File: src/rtl/jtframe_dump_trig.sv
// Frame counter and waveform-dump window generator driven by vertical sync.
// Latency: every output is registered and reacts one clk after the input edge.
// Backpressure: none; free-running observer of vs/downloading.
//
// Ports:
//   clk, rst            system clock, asynchronous active-high reset
//   vs                  vertical sync (active low, synchronous to clk)
//   downloading         ROM download in progress; holds the counter at zero
//   frame_cnt           frames counted since reset or download end
//   vs_fall             one-cycle pulse per accepted vs falling edge
//   dump_en             dump window open
//   dump_start/stop     one-cycle pulses when the window opens / closes
//   st                  FSM state: 0 WAIT_DL, 1 ARMED, 2 DUMPING, 3 DONE
module jtframe_dump_trig #(
  parameter int CNTW    = 32,
  parameter int WAIT_DL = 0,
  parameter int START   = 0,
  parameter int STOP    = 0
) (
  input  logic            clk,
  input  logic            rst,
  input  logic            vs,
  input  logic            downloading,
  output logic [CNTW-1:0] frame_cnt,
  output logic            vs_fall,
  output logic            dump_en,
  output logic            dump_start,
  output logic            dump_stop,
  output logic [1:0]      st
);

  typedef enum logic [1:0] {
    ST_WAIT    = 2'd0,
    ST_ARMED   = 2'd1,
    ST_DUMPING = 2'd2,
    ST_DONE    = 2'd3
  } state_t;

  localparam state_t          RST_ST  = (WAIT_DL != 0) ? ST_WAIT : ST_ARMED;
  localparam logic [CNTW-1:0] START_V = CNTW'(START);
  localparam logic [CNTW-1:0] STOP_V  = CNTW'(STOP);
  // A STOP of zero, or one not past START, leaves the window open forever.
  localparam bit              STOP_OK = (STOP != 0) && (STOP > START);

  state_t state, state_nxt;
  logic   en_nxt, start_nxt, stop_nxt;
  logic   vs_l, dl_l;
  logic   fall, dl_end, dl_rise, fall_ok;

  assign fall    = vs_l & ~vs;
  assign dl_end  = dl_l & ~downloading;
  assign dl_rise = ~dl_l & downloading;
  // A fall coinciding with the end of a download is dropped: the download
  // was still active on the previous cycle, so the frame is not counted.
  assign fall_ok = fall & ~downloading & ~dl_l;
  assign st      = state;

  always_ff @(posedge clk or posedge rst) begin
    if (rst) begin
      vs_l      <= 1'b1;
      dl_l      <= 1'b0;
      frame_cnt <= '0;
      vs_fall   <= 1'b0;
    end else begin
      vs_l    <= vs;
      dl_l    <= downloading;
      vs_fall <= fall_ok;
      if (downloading)
        frame_cnt <= '0;
      else if (fall_ok)
        frame_cnt <= frame_cnt + CNTW'(1);
    end
  end

  always_ff @(posedge clk or posedge rst) begin
    if (rst) begin
      state      <= RST_ST;
      dump_en    <= 1'b0;
      dump_start <= 1'b0;
      dump_stop  <= 1'b0;
    end else begin
      state      <= state_nxt;
      dump_en    <= en_nxt;
      dump_start <= start_nxt;
      dump_stop  <= stop_nxt;
    end
  end

  // Comparisons see frame_cnt before this edge's increment.
  always_comb begin
    state_nxt = state;
    en_nxt    = dump_en;
    start_nxt = 1'b0;
    stop_nxt  = 1'b0;
    if (dl_rise) begin
      state_nxt = ST_WAIT;
      if (state == ST_DUMPING) begin
        en_nxt   = 1'b0;
        stop_nxt = 1'b1;
      end
    end else begin
      case (state)
        ST_WAIT: begin
          if (dl_end) state_nxt = ST_ARMED;
        end
        ST_ARMED: begin
          if (fall_ok && frame_cnt == START_V) begin
            state_nxt = ST_DUMPING;
            en_nxt    = 1'b1;
            start_nxt = 1'b1;
          end
        end
        ST_DUMPING: begin
          if (fall_ok && STOP_OK && frame_cnt == STOP_V) begin
            state_nxt = ST_DONE;
            en_nxt    = 1'b0;
            stop_nxt  = 1'b1;
          end
        end
        default: state_nxt = state;
      endcase
    end
  end

endmodule

File: config.mk
export PLATFORM = sky130hd
export DESIGN_NAME = jtframe_dump_trig
export DESIGN_NICKNAME = d
export VERILOG_FILES = /design/src/rtl/jtframe_dump_trig.sv
export SDC_FILE = /design/constraint.sdc
export NUM_CORES = 1
export LEC_CHECK = 0
export CAP_MARGIN = 20
export CORE_MARGIN = 2
export CORE_UTILIZATION = 40
export CTS_CLUSTER_DIAMETER = 100
export DETAILED_ROUTE_END_ITERATION = 6
export DONT_BUFFER_PORTS = 1
export PLACE_DENSITY = 0.57
export SYNTH_ARGS = -nofsm -noshare
export SYNTH_HDL_FRONTEND = slang
export SYNTH_SLANG_ARGS = --single-unit
File: constraint.sdc
create_clock -name clk -period 2.2 [get_ports clk]
set_input_delay 0.66 -clock clk [delete_from_list [all_inputs] [get_ports clk]]
set_output_delay 0.66 -clock clk [all_outputs]
set_load 0.05 [all_outputs]
==> reports/results.ini, run 1 <==
[status]
outcome = finished clean

[cts]
ctsHoldBuffers = 0
numCtsBuffers = 5
path_clk_slew_ns = 0.08
clockBufferDepth = 2
post_cts_buffers = 0
cts_sinks = 40
cts-root-buf = clkbuf_8
cts.repair.resized = 0
htree_levels = 2
clk_latency_ns = 0.30
cts_tree = built

[yosys]
async_reset_ff_frac = 1.00
avgSynthCellArea_um2 = 9.86
netlist_area_um2 = 2090
yosysSeqAreaShare = 0.480
syn_nets = 219
synth_top_area_share = 0.455
ys_top_cells_by_area = dfrtp_1 (45%), xor2_1 (4.2%), nor2_1 (3.6%)
ys.flop_type = dfrtp_1
ys_warn_count = 0
syn-instance-count = 212
synth-seq-cells = 40
synth_top_cell_by_area = dfrtp_1
synth.distinct_cells = 43
synth-edff-count = 0

[setup_path]
reg2reg_depth = 5
critPathLaunch = frame_cnt[0]
endpoint = frame_cnt[26]
r2r-start = frame_cnt[0]
crit_path_end_kind = flop
cp.arrival_ns = 2.13
required_ns = 2.42
crit_fanout = 6
criticalPathCategory = flop to flop
start_kind = flop
rrSetupSlack_ns = 0.29
reg2reg_to = frame_cnt[26]

[timing]
setup_tns_ns = 0
rsz0062_at_grt = no
max_slew_margin = 0.669
period_share = 0.869
hold_viol = 0
max_freq_mhz = 523
period_needed_ns = 1.91
tightest_slew_ns = 0.496
finalMaxSlewViolations = 0
finalSetupViolCount = 0
layout_setup_ws_ns = 0.288
skew_ns = 0.00513

[final_layout]
fillCellCount = 524
syn2layout_area_growth_pct = 22.6
final_cell_mix = buf_4 (40), dfrtp_1 (37), nor2_1 (20)
final_common_cell = buf_4
drive_above_1_share = 0.242
num_antenna_cells = 0
fin_nets = 258

[place]
place.gp.congestion = 0.819
hpwl_um = 3830
port_buffers = 0
place_worst_setup_slack_ns = 0.219

[drt]
vias = 1807
wl_per_cell_um = 15.8
route.detailed.drc = 0
drtIter0Drc = 145
drt-total-wl_um = 5080
postRouteAntennaNets = 0
routed_via_density = 5.61
dr.pass1.iters = 4

[floorplanning]
fp.dieW_um = 76.3
core_region_area_um2 = 5070
initial_core_util = 0.412
die_y_um = 76.3
rows = 26
io_pins = 42
die_area_um2 = 5820

[hold_path]
hp-class = input port to asynchronous set/reset pin

[pwr]
power_density_nw_per_um2 = 592
p_leak_nw = 1.12
ir_drop_uv = 358

[global_route]
grt_remaining_overflow = 0
grt_max_degree = 34
grt_use_total = 0.188
antenna_found_initial = 0
grt_pass1_vias = 1732
grt_pass1_wl_um = 8830

[flow_run]
max_cap_viol_count = 0

state kept, by name (all words and copies together), names as in the netlist:
| name | flops |
|---|---|
| dump_stop | 1 |
| vs_fall | 1 |
| st | 2 |
| dl_l | 1 |
| dump_start | 1 |
| vs_l | 1 |
| dump_en | 1 |
| frame_cnt | 32 |
kinds of logic (layout without fill, tap and decap cells):
family                   after synthesis  count (layout)  synth area share
adder cells (fa/ha/maj)                3               3            0.0180
buffers and inverters                 17              57            0.0347
AO/OA/AOI/OAI                         32              32            0.0952
XOR/XNOR                              11              11            0.0461
flip-flops                            40              40             0.480
AND/OR/NAND/NOR                      102             102             0.290
multiplexers                           7               7            0.0359
synth_stat cells (2+ instances only):
cell type  number
o211ai_1        2
mux2i_1         3
nand2_1        13
nor3_1          5
or4_1           3
nor2_1         20
dfstp_2         2
mux2_2          3
nor4b_1         2
nor2b_1         3
o31ai_1         6
dfrtp_1        38
or3_1           8
inv_1           8
ha_1            3
nand3_1        12
o21ai_0         6
nand4_1        11
a21oi_1        13
nor4_1          9
and4_1          6
and2_1          2
xor2_1         10
clkbuf_1        2
buf_2           4
stage by stage:
stage	util	std cells	total power [W]	hold slack [ns]	area, um^2
2_1_floorplan	-	212	0.000863	0.475	2090
5_1_grt	0.505	322	0.00158	0.308	2560
4_1_cts	0.505	322	0.00153	0.284	2560
3_5_place_dp	0.481	314	0.000893	0.546	2440
6_report	0.505	322	0.00152	0.279	2560
3_3_place_gp	0.481	314	0.000893	0.535	2440
area by class of cell:
type	count	area [um^2]	share of cell area
clock buffer	6	82.6	0.0322
clock inverter	2	38.8	0.0151
inverter	9	33.8	0.0132
multi-input combinational	155	1010	0.396
sequential	40	1000	0.392
tap	70	87.6	0.0342
timing repair buffer	40	300	0.117
worst max-delay path, stage by stage, from the launching register on:
cell and delay [ns]:
dfrtp_1 0.39, ha_1 0.21, and4_1 0.36, nand2_1 0.18, or4_1 0.53, a21oi_1 0.16
power breakdown:
part           internal [W]  switching (W)  leakage, nW
Sequential         0.000750      0.0000150        0.547
Clock              0.000371       0.000269       0.0614
Combinational     0.0000358      0.0000753        0.508
Total               0.00116       0.000360         1.12
per-layer routing:
metal	GRT usage	vias up	wire, um
met5	0	-	0
met4	0.0455	0	38
met3	0.0652	4	307
met2	0.289	45	2310
met1	0.256	895	2420
li1	-	863	-
worst min path at each step:
stage               startpoint  cells after the start       to
finish                     rst                      2  vs_fall
global route               rst                      2  vs_fall
CTS                        rst                      2  vs_fall
detailed placement        dl_l                      1  vs_fall
global placement          dl_l                      1  vs_fall
floorplan                 dl_l                      1  vs_fall
(Power assumes the default switching activity.)
==> inputs of run 2 (changes only) <==
- CORE_UTILIZATION: 40 -> 60
- GPL_ROUTABILITY_DRIVEN: unset -> 0
- PLACE_DENSITY: 0.57 -> 0.79
==> reports/results.ini, run 2 (same netlist as run 1, synthesis figures left out) <==
[timing]
hold_viol = 0
skew_ns = 0.0124
finalMaxSlewViolations = 0
period_share = 0.913
setup_tns_ns = 0
finalSetupViolCount = 0
period_needed_ns = 2.01
max_slew_margin = 0.672
rsz0062_at_grt = no
max_freq_mhz = 498
tightest_slew_ns = 0.488

[final_layout]
largest_register_ffs = 32
num_antenna_cells = 0
syn2layout_area_growth_pct = 17.9
final_cell_mix = buf_4 (39), dfrtp_1 (37), nor2_1 (20)
final_common_cell = buf_4
fin_cells = 297
fin_nets = 257
fillCellCount = 240
fin_util = 0.739
drive_above_1_share = 0.239
largest_register = frame_cnt

[place]
dp_cells = 289
hpwl_um = 3890
port_buffers = 0

[setup_path]
crit_fanout = 6
required_ns = 2.48
crit_path_end_kind = flop
criticalPathCategory = flop to flop
start_kind = flop
cp.arrival_ns = 2.29

[drt]
drtIter0Drc = 176
wl_per_cell_um = 17.7
postRouteAntennaNets = 0
dr.pass1.iters = 4
routed_via_density = 6.32
vias = 1878
drt-total-wl_um = 5260
route.detailed.drc = 0

[global_route]
grt_max_degree = 34
grt_pass1_wl_um = 9070
grt_remaining_overflow = 0
grt_pass1_vias = 1910
grt_use_total = 0.292
antenna_found_initial = 0

[pwr]
power_density_nw_per_um2 = 513
ir_drop_uv = 393
p_leak_nw = 1.09

[cts]
cts_tree = built
ctsHoldBuffers = 0
post_cts_buffers = 0
htree_levels = 2
numCtsBuffers = 5
cts-root-buf = clkbuf_4
cts_sinks = 40
clockBufferDepth = 2
cts.repair.resized = 0
clk_latency_ns = 0.35
path_clk_slew_ns = 0.12

[floorplanning]
fp.dieW_um = 63.0
rows = 21
die_y_um = 63.0
die_area_um2 = 3970
core_region_area_um2 = 3340
io_pins = 42
initial_core_util = 0.627

[status]
outcome = finished clean

[flow_run]
max_cap_viol_count = 0

[hold_path]
hp-class = input port to asynchronous set/reset pin

[run 2: cell types whose count changed in the layout (fill, tap and decap cells not counted), sizes merged]
cell and change:
buf -1, bufinv -1, clkinv +1
[run 2: cell type report]
class	instances	area [um^2]	share of cell area
Sequential cell	40	1000	0.408
Inverter	9	33.8	0.0137
Timing Repair Buffer	39	293	0.119
Tap cell	46	57.6	0.0234
Clock inverter	2	10.0	0.00406
Clock buffer	6	51.3	0.0208
Multi-Input combinational cell	155	1010	0.412
[run 2: routing by layer]
layer,track usage,vias up,routed length (um)
met3,0.0919,17,442
met5,0,-,0
met2,0.489,97,2640
li1,-,866,-
met4,0.0972,0,125
met1,0.357,898,2050
[run 2: power breakdown]
part	internal, W	switching, W
combinational	0.0000306	0.0000533
sequential	0.000751	0.0000382
clock	0.000152	0.000240
total	0.000934	0.000331
[run 2: path summary, 6_finish.rpt]
path / from / end / slack (ns) / cells past startpoint
setup reg to reg: frame_cnt[1] / frame_cnt[26] / 0.19 / 5
setup / recovery: frame_cnt[1] / frame_cnt[26] / 0.19 / 5
hold / removal: rst / dump_stop / 0.11 / 1
hold reg to reg: dl_l / vs_fall / 0.54 / 1
min in group clk: vs / vs_l / 0.28 / 0
max in group asynchronous: rst / vs_l / 1.58 / 2
[run 2: through the flow]
stage	power [W]	area (um^2)	setup WS [ns]	hold WS (ns)
4_1_cts	0.00127	2460	0.244	0.115
3_3_place_gp	0.000882	2400	0.295	0.490
2_1_floorplan	0.000863	2090	0.0646	0.475
3_5_place_dp	0.000888	2400	0.225	0.501
6_report	0.00127	2460	0.191	0.105
5_1_grt	0.00132	2460	0.0695	0.119
[run 2: worst max-delay path, stage by stage, from the launching register on]
cell	delay, ns
dfrtp_1	0.42
ha_1	0.26
and4_1	0.38
nand2_1	0.19
or4_1	0.53
a21oi_1	0.17
==> inputs of run 3 (changes only) <==
- ABC_CLOCK_PERIOD_IN_PS: unset -> 2200
==> results of run 3 <==
No change in the layout: final DEF, timing and power equal those of run 2.
